<file path="src/rtl/uart_rx.sv">
// -----------------------------------------------------------------------------
// uart_rx
//   Serial receive stage of the UART. Samples the USB-RS232 bridge pin (8N1,
//   LSB first) and hands completed bytes to the command/echo logic over a
//   valid/ack handshake. Framing errors and overwritten unacked bytes are
//   flagged with single-cycle pulses.
//
// Ports
//   user_clock    in   1  system clock, rising edge
//   rst           in   1  synchronous, active-high reset
//   usb_rs232_rxd in   1  asynchronous serial input, idles high
//   rx_ack        in   1  consumer has taken rx_data (ignored while rx_valid=0)
//   rx_data       out  8  last good byte, zero-extended above DATA_BITS
//   rx_valid      out  1  rx_data holds an unconsumed byte
//   rx_busy       out  1  receiver is not idle
//   rx_frame_err  out  1  pulse: stop bit sampled low
//   rx_overrun    out  1  pulse: new byte overwrote an unacked byte
// -----------------------------------------------------------------------------
module uart_rx #(
   parameter int CLKS_PER_BIT = 434,
   parameter int DATA_BITS    = 8
) (
   input  logic       user_clock,
   input  logic       rst,
   input  logic       usb_rs232_rxd,
   input  logic       rx_ack,
   output logic [7:0] rx_data,
   output logic       rx_valid,
   output logic       rx_busy,
   output logic       rx_frame_err,
   output logic       rx_overrun
);

   localparam int HALF  = CLKS_PER_BIT / 2;
   localparam int CNT_W = $clog2(CLKS_PER_BIT);
   localparam int IDX_W = $clog2(DATA_BITS);

   localparam logic [CNT_W-1:0] CNT_LAST = CNT_W'(CLKS_PER_BIT - 1);
   localparam logic [CNT_W-1:0] CNT_MID  = CNT_W'(HALF - 1);
   localparam logic [IDX_W-1:0] IDX_LAST = IDX_W'(DATA_BITS - 1);

   localparam logic [2:0] S_IDLE  = 3'd0;
   localparam logic [2:0] S_START = 3'd1;
   localparam logic [2:0] S_DATA  = 3'd2;
   localparam logic [2:0] S_STOP  = 3'd3;
   localparam logic [2:0] S_BREAK = 3'd4;

   logic                 rxd_meta_q;
   logic                 rxd_s_q;
   logic [2:0]           state_q, state_d;
   logic [CNT_W-1:0]     cnt_q, cnt_d;
   logic [IDX_W-1:0]     idx_q, idx_d;
   logic [DATA_BITS-1:0] shift_q, shift_d;
   logic                 load_d;
   logic                 ferr_d;
   logic [7:0]           data_ext;
   logic [7:0]           data_q, data_d;
   logic                 valid_q, valid_d;
   logic                 ovr_d;
   logic                 busy_q;
   logic                 ferr_q;
   logic                 ovr_q;

   // Receive FSM: counter is reused for the half-bit start check and for
   // each full bit period; samples land in the middle of every bit.
   always_comb begin
      state_d = state_q;
      cnt_d   = cnt_q;
      idx_d   = idx_q;
      shift_d = shift_q;
      load_d  = 1'b0;
      ferr_d  = 1'b0;
      case (state_q)
         S_IDLE: begin
            if (!rxd_s_q) begin
               cnt_d   = '0;
               state_d = S_START;
            end
         end
         S_START: begin
            if (cnt_q == CNT_MID) begin
               if (!rxd_s_q) begin
                  cnt_d   = '0;
                  idx_d   = '0;
                  state_d = S_DATA;
               end else begin
                  // Line went back high before mid start bit: a glitch.
                  state_d = S_IDLE;
               end
            end else begin
               cnt_d = cnt_q + 1'b1;
            end
         end
         S_DATA: begin
            if (cnt_q == CNT_LAST) begin
               // LSB arrives first, so shift in at the top and move right.
               shift_d = {rxd_s_q, shift_q[DATA_BITS-1:1]};
               cnt_d   = '0;
               if (idx_q == IDX_LAST) begin
                  state_d = S_STOP;
               end else begin
                  idx_d = idx_q + 1'b1;
               end
            end else begin
               cnt_d = cnt_q + 1'b1;
            end
         end
         S_STOP: begin
            if (cnt_q == CNT_LAST) begin
               if (rxd_s_q) begin
                  load_d  = 1'b1;
                  state_d = S_IDLE;
               end else begin
                  ferr_d  = 1'b1;
                  state_d = S_BREAK;
               end
            end else begin
               cnt_d = cnt_q + 1'b1;
            end
         end
         S_BREAK: begin
            // A low line here is a break or a bad frame, never a new start.
            if (rxd_s_q) begin
               state_d = S_IDLE;
            end
         end
         default: begin
            state_d = S_IDLE;
         end
      endcase
   end

   always_comb begin
      data_ext                = '0;
      data_ext[DATA_BITS-1:0] = shift_q;
   end

   // Output handshake: a load always wins over an ack in the same cycle.
   always_comb begin
      data_d  = data_q;
      valid_d = valid_q;
      if (load_d) begin
         data_d  = data_ext;
         valid_d = 1'b1;
      end else if (rx_ack && valid_q) begin
         valid_d = 1'b0;
      end
      ovr_d = load_d && valid_q && !rx_ack;
   end

   always_ff @(posedge user_clock) begin
      if (rst) begin
         rxd_meta_q <= 1'b1;
         rxd_s_q    <= 1'b1;
         state_q    <= S_IDLE;
         cnt_q      <= '0;
         idx_q      <= '0;
         data_q     <= '0;
         valid_q    <= 1'b0;
         busy_q     <= 1'b0;
         ferr_q     <= 1'b0;
         ovr_q      <= 1'b0;
      end else begin
         rxd_meta_q <= usb_rs232_rxd;
         rxd_s_q    <= rxd_meta_q;
         state_q    <= state_d;
         cnt_q      <= cnt_d;
         idx_q      <= idx_d;
         data_q     <= data_d;
         valid_q    <= valid_d;
         busy_q     <= (state_d != S_IDLE);
         ferr_q     <= ferr_d;
         ovr_q      <= ovr_d;
      end
   end

   // Shift register is pure data; the FSM never reads it before refilling it.
   always_ff @(posedge user_clock) begin
      shift_q <= shift_d;
   end

   assign rx_data      = data_q;
   assign rx_valid     = valid_q;
   assign rx_busy      = busy_q;
   assign rx_frame_err = ferr_q;
   assign rx_overrun   = ovr_q;

endmodule

</file>
<file path="config.mk">
export PLATFORM = sky130hd
export DESIGN_NAME = uart_rx
export DESIGN_NICKNAME = d
export VERILOG_FILES = /design/src/rtl/uart_rx.sv
export SDC_FILE = /design/constraint.sdc
export NUM_CORES = 1
export LEC_CHECK = 0
export ABC_CLOCK_PERIOD_IN_PS = 4100
export CAP_MARGIN = 20
export CORE_MARGIN = 8
export CORE_UTILIZATION = 55
export CTS_CLUSTER_SIZE = 20
export DETAILED_ROUTE_END_ITERATION = 8
export GPL_ROUTABILITY_DRIVEN = 0
export PLACE_DENSITY_LB_ADDON = 0.2
export SLEW_MARGIN = 20
export SYNTH_ARGS = -nofsm -noshare
export SYNTH_HDL_FRONTEND = slang
export SYNTH_SLANG_ARGS = --single-unit
</file>
<file path="constraint.sdc">
create_clock -name user_clock -period 4.1 [get_ports user_clock]
set_input_delay 0.82 -clock user_clock [delete_from_list [all_inputs] [get_ports user_clock]]
set_output_delay 0.82 -clock user_clock [all_outputs]
set_load 0.005 [all_outputs]
</file>
==> results.txt, run 1 <==
Status: finished, final reports clean
Initial core utilization: 56.8%
Net Count, Synth: 173
All-Layer GR Usage: 13.5%
Initial antenna violation count: 0
Area delta synth->final: 13.1%
Lkg Pwr: 0.752 nW
Top post-synthesis cells by area: dfxtp_1 34%, edfxtp_1 14%, mux2i_1 5.3%
FP Rows: 20
Root buffer cell: clkbuf_4
Endpoints failing setup: 0
Cell variety after synth: 49
Share of the synthesized area in the top cell type: 34.3%
GRT overflow: 0
Fraction of layout cells with a size suffix above 1: 12.2%
Largest net degree at the start of global routing: 22
Sequential share of the synthesized area: 48.5%
Mapped Area: 1690 µm²
Hold Path Class: flip-flop to flip-flop
Final hold violation count: 0
Post-CTS Resized: 0
CP max stage cell: nor2b_1
Simple-gate share of the synthesized area: 24.3%
Worst skew pair latency: 340 ps
Synth Flop Type: dfxtp_1
Crit start category: flip-flop
Postcts setup bufs: 0
Post-synthesis mux area share: 5.99%
# DRC: 0
Wire per inst: 15.2 µm
VDD IR max: 0.000269 V
Dpl hpwl: 2280 µm
CTS tree: done
Most frequent cell after synthesis: dfxtp_1
Max Freq: 0.427 GHz
Cts bufs inserted: 5
Clk buf depth: 2
Yosys top cell by area: dfxtp_1
Post-synth EDFFs: 8
Antenna Violating Nets Remaining: 0
RSZ-0062 raised after global routing: no
Initial DRC Count: 65
Critical Path Fanout Max: 8
Async SR Flop Fraction: 0%
Largest delay share family, worst path: simple AND/OR/NAND/NOR gates
Util after Layout: 64.2%
Vias in the first global route: 1183
Crit path capture type: flip-flop
Vias after detailed routing: 1283
Clock skew: 10.6 ps
Commonest cells post-synth: 29 x dfxtp_1, 17 x nor2_1, 9 x mux2i_1, 9 x nand3_1, 8 x edfxtp_1
Compound-Gate Fraction of Synth Area: 13.4%
Final worst path period share: 57.1%
Synth Area in Adders: 3.70%
Max-slew headroom: 58.4%
WP buf/inv: 1
# Max-Cap Violations: 0
WL final: 3230 µm
Final min period: 2340 ps
Setup TNS: 0 ps
CTS Hold Bufs: 0
Inserted Diodes: 0
Post-synthesis instance total: 164
Pwr Total: 0.603 mW
Die H: 71.5 µm
Input/output buffers: 15
Sink Count: 37
Critical Path, Cell by Cell: inv_1, ha_1, nand4b_1, o31a_1, o31ai_1, nor2b_1, mux2_2
Core Box Area: 2980 µm²
Slowest stage delay, CP: 550 ps
Area enclosed by the die boundary: 5110 µm²
Fin. max-slew vios: 0
Arrival @ worst endpoint: 2620 ps
Mean Syn Cell Area: 10.3 µm²
Clk pin slew, worst setup/hold paths: 120 ps
H-tree levels: 2
CP required: 4380 ps
Final #Nets: 188
Power per cell area: 315 nW/µm²
Synthesized flop and latch total: 37
Vias per std cell: 6.02
Global-route wire length before repair: 5460 µm
Synth Area in XOR/XNOR: 0.518%
Die Wd: 71.5 µm
Num ports: 16
Drt pass-1 iters: 4
Yosys warns: 0
Actual slew at the worst max-slew pin: 621 ps
Main combinational cell family by area after synthesis: simple AND/OR/NAND/NOR gates
Crit path kind: flip-flop to flip-flop
-- area by class of cell --
class                           instances  area (µm²)
Tap cell                               33        41.3
Fill cell                             271        1060
Timing Repair Buffer                   16         158
Clock inverter                          1        7.51
Clock buffer                            7        55.1
Sequential cell                        37         821
Inverter                                4        15.0
Multi-Input combinational cell        115         816
-- layout by cell type (no fill, tap or decap), types with 2 or more instances in the layout --
cell,n
edfxtp_1,8
nand4b_1,2
mux2i_1,9
nor3_1,4
and3b_1,3
a21oi_2,2
or3_1,2
nand2b_1,5
nor2b_1,2
a22o_1,2
nand2_1,7
dfxtp_1,29
clkdlybuf4s50_1,15
a211o_1,3
and3_1,3
nand3_1,9
o21bai_1,2
a21oi_1,4
o21ai_0,2
or2_2,3
and2_1,2
ha_1,5
inv_1,4
or4_1,2
nor3b_1,4
nor2_1,17
clkbuf_4,5
-- worst register-to-register path: stages (launching register included) --
cell and delay, ps:
dfxtp_1 370, inv_1 110, ha_1 160, nand4b_1 190
o31a_1 350, o31ai_1 290, nor2b_1 550, mux2_2 270
-- state kept, by name, summed over array words and instances (netlist names) --
signal / count
rx_overrun: 1
rxd_meta_q: 1
state_q: 3
rx_busy: 1
data_ext: 8
rx_frame_err: 1
rx_data: 8
rx_valid: 1
idx_q: 3
rxd_s_q: 1
cnt_q: 9
-- report_power, final --
group	leakage [nW]	switching (mW)	internal, mW
combinational	0.414	0.0113	0.00997
clock	0.0315	0.121	0.0840
sequential	0.306	0.00387	0.373
-- layer usage --
| layer | wire length (µm) | global-route usage [%] |
|---|---|---|
| met5 | 0 | 0 |
| met2 | 1620 | 23.0 |
| met4 | 30 | 4.76 |
| met3 | 111 | 4.74 |
| met1 | 1470 | 15.2 |
-- cell families (layout without fill, tap and decap cells) --
group,Yosys count,after routing
simple gates,72,72
flops,37,37
compound gates,27,27
buf+inv,12,28
mux,10,10
fa+ha+maj,5,5
xor+xnor,1,1
-- per-stage QoR --
step	instance area, µm²	std cells	setup WS (ps)	hold slack, ps
2_1_floorplan	1690	164	2110	389
3_3_place_gp	1850	205	1550	395
3_5_place_dp	1850	205	1500	411
4_1_cts	1910	213	1630	450
5_1_grt	1910	213	1630	475
6_report	1910	213	1760	449
-- worst paths after layout --
kind	cells after the start	start	slack, ps	endpoint
setup reg to reg	7	cnt_q[0]	1760	cnt_q[0]
hold reg to reg	1	rxd_meta_q	450	rxd_s_q
setup / recovery	7	cnt_q[0]	1760	cnt_q[0]
hold / removal	1	rxd_meta_q	450	rxd_s_q
(Power assumes the default switching activity.)
==> run 2: changes to the inputs <==
--- a/config.mk
+++ b/config.mk
@@ -5,7 +5,7 @@
 export SDC_FILE = /design/constraint.sdc
 export NUM_CORES = 1
 export LEC_CHECK = 0
-export ABC_CLOCK_PERIOD_IN_PS = 4100
+export ABC_CLOCK_PERIOD_IN_PS = 2400
 export CAP_MARGIN = 20
 export CORE_MARGIN = 8
 export CORE_UTILIZATION = 55
==> constraint.sdc (replaced) <==
create_clock -name user_clock -period 2.4 [get_ports user_clock]
set_input_delay 0.48 -clock user_clock [delete_from_list [all_inputs] [get_ports user_clock]]
set_output_delay 0.48 -clock user_clock [all_outputs]
set_load 0.005 [all_outputs]
==> results.txt, run 2 (synthesized netlist as in run 1, its figures left out) <==
Status: finished, final reports clean
Input/output buffers: 15 (unchanged)
CP max stage cell: or4_1
Postcts setup bufs: 0 (unchanged)
Core Box Area: 2980 µm² (unchanged)
Clock skew: 1.60 ps (-9.01 ps)
Wire per inst: 14.7 µm (-3.2%)
Critical Path Fanout Max: 10 (+2)
Register-to-register setup slack: 230 ps (-1530 ps)
Worst skew pair latency: 340 ps (about the same)
Reg2Reg Capture Point: rx_data[4]
VDD IR max: 0.000412 V (+53%)
Clk buf depth: 2 (unchanged)
Psw: 0.236 mW (+73%)
Most common cell after layout, fill and taps aside: dfxtp_1
RSZ-0062 raised after global routing: no
Final #Nets: 191 (+1.6%)
Root buffer cell: clkbuf_4
CTS Hold Bufs: 0 (unchanged)
CP required: 2640 ps (-1740 ps)
Most flops, register: cnt_q
Endpoints failing setup: 0 (unchanged)
Post-CTS Resized: 0 (unchanged)
Placed inst area: 1870 µm² (+1.2%)
Final instance area: 1960 µm² (+2.3%)
Final worst path period share: 90.4% (+33 points)
Final min period: 2170 ps (-171 ps)
Final hold violation count: 0 (unchanged)
Antenna Violating Nets Remaining: 0 (unchanged)
Reg-to-Reg Start: cnt_q[1]
Comb pwr share: 3.4% (about the same)
Clk pin slew, worst setup/hold paths: 110 ps (about the same)
Actual slew at the worst max-slew pin: 481 ps (-140 ps)
Internal power: 0.904 mW (+94%)
Crit path kind: flip-flop to flip-flop
Lkg Pwr: 0.781 nW (+3.8%)
Vias in the first global route: 1157 (-2.2%)
Initial antenna violation count: 0 (unchanged)
Vias per std cell: 5.67 (-5.9%)
WL final: 3170 µm (-1.9%)
Inserted Diodes: 0 (unchanged)
Arrival @ worst endpoint: 2410 ps (-210 ps)
R2R cell count: 7 (unchanged)
Drt pass-1 iters: 4 (unchanged)
Seq pwr share: 56.4% (-6.0 points)
Max FFs per register: 9 (unchanged)
Sink Count: 37 (unchanged)
Critical Path, Cell by Cell: inv_1, ha_1, and4bb_2, nand2_1, or4_1, mux2i_1, nor2_1
Initial DRC Count: 78 (+20%)
WP buf/inv: 1 (unchanged)
Hold path depth: 1 (unchanged)
Hold EP: rxd_s_q
Die Wd: 71.5 µm (unchanged)
Die H: 71.5 µm (unchanged)
Commonest non-fill, non-tap cells in the layout: 29 x dfxtp_1, 17 x nor2_1, 15 x clkdlybuf4s50_1, 9 x nand3_1, 9 x mux2i_1
Initial core utilization: 56.8% (unchanged)
# Max-Cap Violations: 0 (unchanged)
Hold_sp: rxd_meta_q
Setup TNS: 0 ps (unchanged)
Crit path capture type: flip-flop
Area enclosed by the die boundary: 5110 µm² (unchanged)
Cts bufs inserted: 5 (unchanged)
Largest delay share family, worst path: simple AND/OR/NAND/NOR gates
Slowest stage delay, CP: 750 ps (+200 ps)
# DRC: 0 (unchanged)
Global-route wire length before repair: 5190 µm (-5.1%)
Num ports: 16 (unchanged)
Fin. max-slew vios: 0 (unchanged)
Power per cell area: 582 nW/µm² (+85%)
H-tree levels: 2 (unchanged)
Fraction of layout cells with a size suffix above 1: 13.7% (+1.4 points)
Max-slew headroom: 67.9% (+9.6 points)
Crit start category: flip-flop
Area delta synth->final: 15.7%
GRT overflow: 0 (unchanged)
Clock power frac: 40.2% (+6.2 points)
Fill count: 240 (-11%)
CTS tree: done
All-Layer GR Usage: 12.8% (-0.70 points)
Pwr Total: 1.14 mW (+89%)
Dpl hpwl: 2300 µm (+0.79%)
Hold Path Class: flip-flop to flip-flop
Vias after detailed routing: 1224 (-4.6%)
Max Freq: 0.461 GHz (+7.9%)
Largest net degree at the start of global routing: 21 (-4.5%)
FP Rows: 20 (unchanged)
Net Sw Frac: 20.7% (-1.9 points)
==> run 2: changes by cell type in the layout (fill, tap and decap cells not counted), sizes merged <==
cell    before  now
clkbuf       7    6
bufinv       0    1
buf          1    4
==> run 2: worst max-delay path by stage <==
stage	from	end	slack [ps]	cells past startpoint
after global routing	cnt_q[1]	rx_data[6]	110	7
after floorplan	cnt_q[1]	data_ext[0]	410	5
after CTS	cnt_q[1]	rx_data[5]	230	7
final	cnt_q[1]	rx_data[4]	230	7
after detailed placement	cnt_q[1]	rx_data[0]	250	7
after global placement	cnt_q[1]	rx_data[6]	330	7
==> run 2: metal layers <==
layer,track usage [%],routed length [µm],vias to the layer above
li1,-,-,632
met1,14.9,1460,562
met2,20.6,1510,25
met3,4.60,152,5
met4,5.44,44,0
met5,0,0,-
==> run 2: final cells by class <==
| type | instances | area [µm²] | area share [%] |
|---|---|---|---|
| Sequential cell | 37 | 821 | 41.9 |
| Multi-Input combinational cell | 115 | 811 | 41.4 |
| Timing Repair Buffer | 19 | 180 | 9.21 |
| Clock buffer | 6 | 51.3 | 2.62 |
| Tap cell | 33 | 41.3 | 2.11 |
| Clock inverter | 2 | 37.5 | 1.92 |
| Inverter | 4 | 15.0 | 0.767 |
==> run 2: power by group through the flow <==
| stage | Combinational [mW] | Sequential [mW] | Clock [mW] |
|---|---|---|---|
| 4_1_cts | 0.0389 | 0.643 | 0.470 |
| 6_report | 0.0387 | 0.643 | 0.458 |
| 5_1_grt | 0.0433 | 0.644 | 0.495 |
| 2_1_floorplan | 0.0259 | 0.654 | 0 |
| 3_3_place_gp | 0.0375 | 0.657 | 0 |
| 3_5_place_dp | 0.0384 | 0.657 | 0 |
==> run 2: stage by stage <==
step / hold slack [ps] / cells / worst slack, ps / utilization (%)
after floorplan: 389 / 164 / 409 / -
after global placement: 399 / 208 / 335 / 62.7
after detailed placement: 404 / 208 / 250 / 62.7
after CTS: 432 / 216 / 231 / 65.7
after global routing: 460 / 216 / 113 / 65.7
final: 425 / 216 / 229 / 65.7
==> run 3: changes to the inputs <==
--- a/config.mk
+++ b/config.mk
@@ -5,7 +5,7 @@
 export SDC_FILE = /design/constraint.sdc
 export NUM_CORES = 1
 export LEC_CHECK = 0
-export ABC_CLOCK_PERIOD_IN_PS = 2400
+export ABC_CLOCK_PERIOD_IN_PS = 2300
 export CAP_MARGIN = 20
 export CORE_MARGIN = 8
 export CORE_UTILIZATION = 55
==> constraint.sdc (replaced) <==
create_clock -name user_clock -period 2.3 [get_ports user_clock]
set_input_delay 0.46 -clock user_clock [delete_from_list [all_inputs] [get_ports user_clock]]
set_output_delay 0.46 -clock user_clock [all_outputs]
set_load 0.005 [all_outputs]
==> results.txt, run 3 (synthesized netlist as in run 1, its figures left out) <==
Status: finished, final reports clean
Crit path from: cnt_q[1]
Pwr Total: 1.03 mW (-9.5%)
Postcts setup bufs: 0 (unchanged)
Largest delay share family, worst path: simple AND/OR/NAND/NOR gates
H-tree levels: 2 (unchanged)
Worst path depth: 7 (unchanged)
Die H: 71.5 µm (unchanged)
Max Freq: 0.460 GHz (about the same)
Input/output buffers: 15 (unchanged)
Core Box Area: 2980 µm² (unchanged)
CP max stage cell: or4_1
Final hold violation count: 0 (unchanged)
Final worst path period share: 94.4% (+4.0 points)
Internal power: 0.802 mW (-11%)
Post-CTS Resized: 0 (unchanged)
GRT overflow: 0 (unchanged)
Initial core utilization: 56.8% (unchanged)
Setup ws final: 128 ps (-101 ps)
Endpoints failing setup: 0 (unchanged)
CTS tree: done
Setup TNS: 0 ps (unchanged)
Psw: 0.229 mW (-3.0%)
Dpl hpwl: 2310 µm (+0.81%)
Actual slew at the worst max-slew pin: 486 ps (+4.95 ps)
Drt pass-1 iters: 4 (unchanged)
Fraction of layout cells with a size suffix above 1: 13.6% (-0.074 points)
CP required: 2520 ps (-120 ps)
Register-to-register setup slack: 130 ps (-100 ps)
Final #Nets: 192 (+0.52%)
Vias after detailed routing: 1276 (+4.2%)
Critical Path Fanout Max: 10 (unchanged)
Area delta synth->final: 13.9%
Vias per std cell: 5.88 (+3.8%)
Num ports: 16 (unchanged)
Initial antenna violation count: 0 (unchanged)
Largest net degree at the start of global routing: 21 (unchanged)
Die Wd: 71.5 µm (unchanged)
Seq pwr share: 64.9% (+8.5 points)
Global-route wire length before repair: 5460 µm (+5.2%)
RSZ-0062 raised after global routing: no
Arrival @ worst endpoint: 2390 ps (-20 ps)
Initial DRC Count: 108 (+38%)
Fin. max-slew vios: 0 (unchanged)
Clk buf depth: 2 (unchanged)
Root buffer cell: clkbuf_4
# Max-Cap Violations: 0 (unchanged)
Clock power frac: 30.8% (-9.4 points)
Reg2Reg Capture Point: rx_data[5]
Wire per inst: 14.7 µm (about the same)
Area enclosed by the die boundary: 5110 µm² (unchanged)
Util after Layout: 64.7% (-1.0 points)
FP Rows: 20 (unchanged)
Max FFs per register: 9 (unchanged)
VDD IR max: 0.000517 V (+25%)
All-Layer GR Usage: 13.2% (+0.47 points)
Antenna Violating Nets Remaining: 0 (unchanged)
Sink Count: 37 (unchanged)
Clock skew: 10.9 ps (+9.27 ps)
Slowest stage delay, CP: 750 ps (about the same)
Net Sw Frac: 22.2% (+1.5 points)
Comb pwr share: 4.2% (+0.8 points)
CTS Hold Bufs: 0 (unchanged)
Final min period: 2170 ps (+1.20 ps)
WL final: 3190 µm (+0.41%)
Power per cell area: 535 nW/µm² (-8.1%)
Cts bufs inserted: 5 (unchanged)
Crit start category: flip-flop
Critical Path, Cell by Cell: inv_1, ha_1, and4bb_2, nand2_1, or4_1, mux2i_1, nor2_1
# DRC: 0 (unchanged)
Reg-to-Reg Start: cnt_q[1]
Critical path endpoint: rx_data[5]
Pre-CTS setup slack: 157 ps (-92.4 ps)
Clk pin slew, worst setup/hold paths: 100 ps (about the same)
Hold Path Class: flip-flop to flip-flop
Max-slew headroom: 67.6% (-0.33 points)
Lkg Pwr: 0.773 nW (-0.92%)
Most flops, register: cnt_q
Most common cell after layout, fill and taps aside: dfxtp_1
Crit path capture type: flip-flop
Crit path kind: flip-flop to flip-flop
Worst skew pair latency: 330 ps (about the same)
Vias in the first global route: 1225 (+5.9%)
R2R cell count: 7 (unchanged)
WP buf/inv: 1 (unchanged)
Inserted Diodes: 0 (unchanged)
Commonest non-fill, non-tap cells in the layout: 29 x dfxtp_1, 17 x nor2_1, 15 x clkdlybuf4s50_1, 9 x nand3_1, 9 x mux2i_1
Hold WS: 426 ps (+1.22 ps)
run 3: how the worst min path moves through the flow:
stage                           from  endpoint  slack (ps)  depth (start not counted)
final                     rxd_meta_q   rxd_s_q         430                          1
after CTS                 rxd_meta_q   rxd_s_q         430                          1
after global routing      rxd_meta_q   rxd_s_q         440                          1
after global placement    rxd_meta_q   rxd_s_q         400                          1
after detailed placement  rxd_meta_q   rxd_s_q         400                          1
after floorplan           rxd_meta_q   rxd_s_q         390                          1
run 3: cell type report:
| type | instances | area, µm² |
|---|---|---|
| Fill cell | 251 | 1050 |
| Sequential cell | 37 | 821 |
| Multi-Input combinational cell | 115 | 811 |
| Timing Repair Buffer | 20 | 188 |
| Clock buffer | 6 | 41.3 |
| Tap cell | 33 | 41.3 |
| Inverter | 4 | 15.0 |
| Clock inverter | 2 | 10.0 |
run 3: per-stage QoR:
step	instances	cell area, µm²
3_5_place_dp	209	1880
6_report	217	1930
4_1_cts	217	1930
2_1_floorplan	164	1690
3_3_place_gp	209	1880
5_1_grt	217	1930
run 3: power groups by stage:
stage / logic (mW) / clock network, mW / registers, mW
floorplan: 0.0270 / 0 / 0.682
global placement: 0.0424 / 0 / 0.684
detailed placement: 0.0434 / 0 / 0.684
CTS: 0.0439 / 0.333 / 0.669
global route: 0.0482 / 0.352 / 0.670
finish: 0.0435 / 0.318 / 0.669
run 3: metal layers:
metal  up-vias  share of wire (%)  global-route usage (%)
li1        639                  -                       -
met5         -                  0                       0
met3         9                5.3                    4.32
met1       600                 47                    15.6
met4         0                2.2                    6.80
met2        28                 46                    20.9
